### src/rtl/unpack_pkg.sv
// Shared definitions for the wide-word unpacker: default widths, derived
// beat count / counter width and the FSM state encoding.
package unpack_pkg;

  localparam int WIDE_W_DEF   = 128;
  localparam int NARROW_W_DEF = 32;
  localparam int BEATS_DEF    = WIDE_W_DEF / NARROW_W_DEF;
  localparam int CNT_W_DEF    = (BEATS_DEF > 1) ? $clog2(BEATS_DEF) : 1;

  typedef enum logic {
    ST_IDLE = 1'b0,
    ST_SEND = 1'b1
  } state_t;

endpackage

### src/rtl/unpack_beat_sel.sv
// Combinational beat selector: picks the NARROW_W slice of the held wide word
// that corresponds to beat index cnt.
// Build option: define UNPACK_MSB_FIRST_EN to emit the most-significant slice
// first; otherwise the least-significant slice goes out first.
module unpack_beat_sel
  import unpack_pkg::*;
#(
  parameter int WIDE_W   = WIDE_W_DEF,
  parameter int NARROW_W = NARROW_W_DEF,
  localparam int BEATS   = WIDE_W / NARROW_W,
  localparam int CNT_W   = (BEATS > 1) ? $clog2(BEATS) : 1
) (
  input  logic [WIDE_W-1:0]   buffer,
  input  logic [CNT_W-1:0]    cnt,
  output logic [NARROW_W-1:0] beat
);

  logic [NARROW_W-1:0] slices [BEATS];

  // Lay the wide word out as an array of beats in emission order, so the
  // beat counter indexes it directly.
  for (genvar gi = 0; gi < BEATS; gi++) begin : g_slice
`ifdef UNPACK_MSB_FIRST_EN
    assign slices[gi] = buffer[(BEATS-1-gi)*NARROW_W +: NARROW_W];
`else
    assign slices[gi] = buffer[gi*NARROW_W +: NARROW_W];
`endif
  end

  assign beat = slices[cnt];

endmodule

### src/rtl/wide_word_unpacker.sv
// Wide-to-narrow unpacker: takes one WIDE_W word over a valid/ready handshake,
// holds it, and replays it as BEATS narrow beats on a valid/ready stream.
// A new word can be taken on the last-beat transfer for zero-bubble streaming.
// Build option: UNPACK_MSB_FIRST_EN selects MSB-first beat order (see
// unpack_beat_sel); default is LSB-first.
module wide_word_unpacker
  import unpack_pkg::*;
#(
  parameter int WIDE_W   = WIDE_W_DEF,
  parameter int NARROW_W = NARROW_W_DEF,
  localparam int BEATS   = WIDE_W / NARROW_W,
  localparam int CNT_W   = (BEATS > 1) ? $clog2(BEATS) : 1
) (
  input  logic                clk,
  input  logic                areset_n,
  input  logic                flush,
  input  logic                in_valid,
  input  logic [WIDE_W-1:0]   in_data,
  output logic                in_ready,
  output logic                out_valid,
  input  logic                out_ready,
  output logic [NARROW_W-1:0] out_data,
  output logic [CNT_W-1:0]    out_idx,
  output logic                out_last
);

  localparam logic [CNT_W-1:0] LAST_IDX = CNT_W'(BEATS - 1);

  state_t            state_reg, state_next;
  logic [CNT_W-1:0]  cnt_reg, cnt_next;
  logic [WIDE_W-1:0] buf_reg;
  logic              load;
  logic              is_send;
  logic              is_last;

  assign is_send = (state_reg == ST_SEND);
  assign is_last = is_send && (cnt_reg == LAST_IDX);

  // State, beat counter and word buffer; the buffer only changes on acceptance.
  always_ff @(posedge clk or negedge areset_n) begin
    if (!areset_n) begin
      state_reg <= ST_IDLE;
      cnt_reg   <= '0;
      buf_reg   <= '0;
    end else begin
      state_reg <= state_next;
      cnt_reg   <= cnt_next;
      if (load) begin
        buf_reg <= in_data;
      end
    end
  end

  // Next-state logic: flush beats any transfer; the last beat either reloads
  // (back-to-back) or returns to idle.
  always_comb begin
    state_next = state_reg;
    cnt_next   = cnt_reg;
    load       = 1'b0;
    case (state_reg)
      ST_IDLE: begin
        if (in_valid) begin
          load       = 1'b1;
          cnt_next   = '0;
          state_next = ST_SEND;
        end
      end
      ST_SEND: begin
        if (flush) begin
          cnt_next   = '0;
          state_next = ST_IDLE;
        end else if (out_ready) begin
          if (is_last) begin
            cnt_next = '0;
            if (in_valid) begin
              load = 1'b1;
            end else begin
              state_next = ST_IDLE;
            end
          end else begin
            cnt_next = cnt_reg + CNT_W'(1);
          end
        end
      end
      default: begin
        cnt_next   = '0;
        state_next = ST_IDLE;
      end
    endcase
  end

  // in_ready depends on out_ready/flush and registered state only, never on
  // in_valid, so no combinational loop through an upstream handshake.
  assign in_ready  = !is_send || (out_ready && is_last && !flush);
  assign out_valid = is_send;
  assign out_idx   = cnt_reg;
  assign out_last  = is_last;

  unpack_beat_sel #(
    .WIDE_W   (WIDE_W),
    .NARROW_W (NARROW_W)
  ) u_beat_sel (
    .buffer (buf_reg),
    .cnt    (cnt_reg),
    .beat   (out_data)
  );

endmodule

### config.mk
export PLATFORM = sky130hd
export DESIGN_NAME = wide_word_unpacker
export DESIGN_NICKNAME = d
export VERILOG_FILES = /design/src/rtl/unpack_pkg.sv /design/src/rtl/unpack_beat_sel.sv /design/src/rtl/wide_word_unpacker.sv
export SDC_FILE = /design/constraint.sdc
export NUM_CORES = 1
export LEC_CHECK = 0
export ABC_AREA = 1
export CORE_MARGIN = 2
export CORE_UTILIZATION = 44
export CTS_BUF_LIST = sky130_fd_sc_hd__clkbuf_16
export DETAILED_ROUTE_END_ITERATION = 10
export PLACE_DENSITY = 0.83
export SLEW_MARGIN = 20
export SYNTH_ARGS = -nofsm -noshare
export SYNTH_HDL_FRONTEND = slang
export SYNTH_SLANG_ARGS = --single-unit
### constraint.sdc
create_clock -name clk -period 1.45 [get_ports clk]
set_clock_uncertainty 0.15 [all_clocks]
set_input_delay 0.2175 -clock clk [delete_from_list [all_inputs] [get_ports clk]]
set_output_delay 0.2175 -clock clk [all_outputs]
set_load 0.005 [all_outputs]
==> summary.md <==
| Metric | Value |
|---|---|
| Initial antenna violation count | `0` |
| Unrepaired setup endpoints after global routing | `yes` |
| Critical Path Source | `out_idx[0]$_DFFE_PN0P_` |
| Clk Latency, worst-skew pair | `0.44 ns` |
| Worst setup path endpoint | `out_data[27]` |
| H-Tree Depth | `4` |
| Slew @ Worst Pin | `0.4749 ns` |
| Setup violators final | `168` |
| Status | `finished with violations` |
| Rows | `43` |
| FF-to-FF Start | `out_idx[0]$_DFFE_PN0P_` |
| DR DRC count | `0` |
| Final Power | `14820 uW` |
| Cell depth of the worst min-delay path | `4` |
| Worst min path class | `input pin to flop` |
| CP Capture Type | `output port` |
| Avg Cell Area, Syn | `8.078 sq um` |
| Most frequent cell after synthesis | `nand3_1` |
| P per Cell Area | `1261 nW/um^2` |
| Synth area leaders | `dfrtp_1, nand3_1, nand2_1` |
| All-Layer GR Usage | `0.2924` |
| Total Nets Final | `1143` |
| Non-Filler Instances | `1202` |
| Die Wd | `123.4 um` |
| Gate Count Post-Synth | `776` |
| GRT overflow | `0` |
| Worst reg2reg endpoint | `buf_reg[92]$_DFFE_PN0P_` |
| Slew Limit Headroom | `0.6834` |
| CTS Buf Count | `17` |
| Synth top cells by count | `nand3_1, nand2_1, dfrtp_1` |
| Routed wire length | `32150 um` |
| Yosys reg bits | `131` |
| Share of layout cells above drive strength 1 | `0.4384` |
| Die height | `123.4 um` |
| Vias | `7916` |
| Max Slew Vio Count | `0` |
| CORE AREA | `13880 sq um` |
| Fin crit period | `2.244 ns` |
| Top FF cell, synth | `dfrtp_1` |
| TNS Setup | `-93.30 ns` |
| Fillers | `644` |
| Synth top area share | `0.5230` |
| Net Count, Synth | `910` |
| I/O Buffers | `169` |
| FFs w/ async S/R, synth | `1.000` |
| WL/cell | `26.74 um` |
| Setup Slack @ Placement | `-0.4995 ns` |
| Max Fclk | `0.4456 GHz` |
| Crit path DAT | `1.88 ns` |
| Reg2Reg Depth | `10` |
| Pin count of the biggest net entering global routing | `71` |
| Post-DP HPWL | `11960 um` |
| Final hold violations | `0` |
| Critical path class | `flop to output port` |
| Peak supply drop | `1.123 mV` |
| Synthesis-to-finish area growth | `87.43%` |
| Failing checks | `setup timing` |
| Register area share after synthesis | `0.5230` |
| Die area | `15220 sq um` |
| Pleak | `0.005484 uW` |
| Crit path required time | `1.08 ns` |
| Netlist Area Pre-Place | `6269 sq um` |
| Drt first pass iters | `6` |
| Placed cell count | `1090` |
| ANT cells | `0` |
| Clock Tree Root | `clkbuf_16` |
| I/O pins | `170` |
| Gpl congestion | `0.8067` |
| EDFF count, synth | `0` |
| CTS Sinks | `131` |
| Number of max-cap violations | `0` |
| Startpoint types | `flop` |
| Dominant cell type by area after synthesis | `dfrtp_1` |
| Post-route antenna net violation count | `0` |
| Clock-pin slew on the worst setup and hold paths | `0.07 ns` |
| Yosys cell types | `17` |
| Via/cell ratio | `6.586` |
| Total of warnings raised by yosys | `0` |
| Maximum clock insertion buffer count | `2` |
| CTS tree | `built` |
| Starting density of the core | `0.4516` |
| Max FFs per register | `128` |
| Worst Path Max Fanout | `9` |
| First-pass GRT wire length | `33960 um` |
| R2R Setup Slk | `-0.63 ns` |
| Worst Setup Slack, final | `-0.7940 ns` |
| Vias in the first global route | `6604` |
| Final period utilization | `1.548` |
| 1st-iter DRT viols | `988` |
[routing by layer]
| metal | wire length (um) | vias up | GRT usage | part of all wire |
|---|---|---|---|---|
| li1 | - | 3164 | - | - |
| met1 | 10970 | 3832 | 0.3764 | 0.34 |
| met2 | 15510 | 698 | 0.4863 | 0.48 |
| met3 | 3324 | 222 | 0.06780 | 0.10 |
| met4 | 2337 | 0 | 0.09872 | 0.073 |
| met5 | 0 | - | 0 | 0 |
[power breakdown]
group	total (uW)	internal [uW]	switching (uW)
registers	5160	4430	740
logic	5600	2730	2860
clock network	4060	2300	1760
[how the worst min path moves through the flow]
stage,to,slack (ns),start
6_report,buf_reg[125]$_DFFE_PN0P_,0.16,in_valid
3_3_place_gp,buf_reg[37]$_DFFE_PN0P_,0.12,areset_n
5_1_grt,buf_reg[56]$_DFFE_PN0P_,0.15,in_valid
2_1_floorplan,buf_reg[0]$_DFFE_PN0P_,-0.23,areset_n
4_1_cts,buf_reg[125]$_DFFE_PN0P_,0.14,in_valid
3_5_place_dp,buf_reg[37]$_DFFE_PN0P_,0.12,areset_n
[placed cells by master (no fill, tap or decap), types with 2 or more instances in the layout]
cell type        count
nand3_2            170
dfrtp_1            130
clkdlybuf4s50_1    130
nand2_1            114
nand3_1             74
nor2_1              53
clkbuf_16           43
buf_6               30
buf_12              29
buf_2               28
o21ai_1             25
o22ai_1             24
o21ai_2             23
buf_4               21
o21ai_0             16
nand2_2             16
nand3_4             14
buf_16              13
nor2_2               9
o22ai_2              8
clkinv_2             7
buf_8                6
inv_1                5
nor2_4               4
nand2_4              4
clkbuf_2             4
o21ai_4              3
clkinvlp_4           3
inv_4                2
nor3_2               2
bufbuf_16            2
[through the flow]
stage               hold WS [ns]    util  area (sq um)
detailed placement        0.1155  0.6029          8369
finish                    0.1551  0.8464         11750
floorplan                -0.2281       -          6412
global route              0.1543  0.8464         11750
CTS                       0.1367  0.7087          9837
global placement          0.1169  0.6029          8369
[repair_timing]
item	CTS	global route
endpoints found under the hold margin	131	0
endpoints found under the setup margin	167	168
hold buffers	1	0
setup buffers	29	11
cloned	18	33
resized for setup	226	344
pin swaps	19	80
[cell type report]
| class | count | area [sq um] | share of cell area |
|---|---|---|---|
| clock buffers | 17 | 425.4 | 0.03621 |
| clock inverters | 15 | 102.6 | 0.008733 |
| inverters | 6 | 32.53 | 0.002769 |
| multi-input cells | 563 | 3973 | 0.3381 |
| flip-flops and latches | 131 | 3279 | 0.2791 |
| well taps | 180 | 225.2 | 0.01917 |
| repair buffers | 290 | 3711 | 0.3159 |
[logic make-up after synthesis]
| group | synth area share |
|---|---|
| AOI/OAI and AO/OA | 0.08623 |
| adders and majority gates | 0.001996 |
| buffers and inverters | 0.06028 |
| DFF | 0.5230 |
| and+or+nand+nor | 0.3285 |
[critical path, stage by stage, from the launching register on]
cell	delay (ns)
dfrtp_2	0.44
inv_4	0.07
buf_12	0.14
buf_16	0.13
o21ai_0	0.30
o22ai_1	0.17
buf_2	0.18
(Power assumes the default switching activity.)
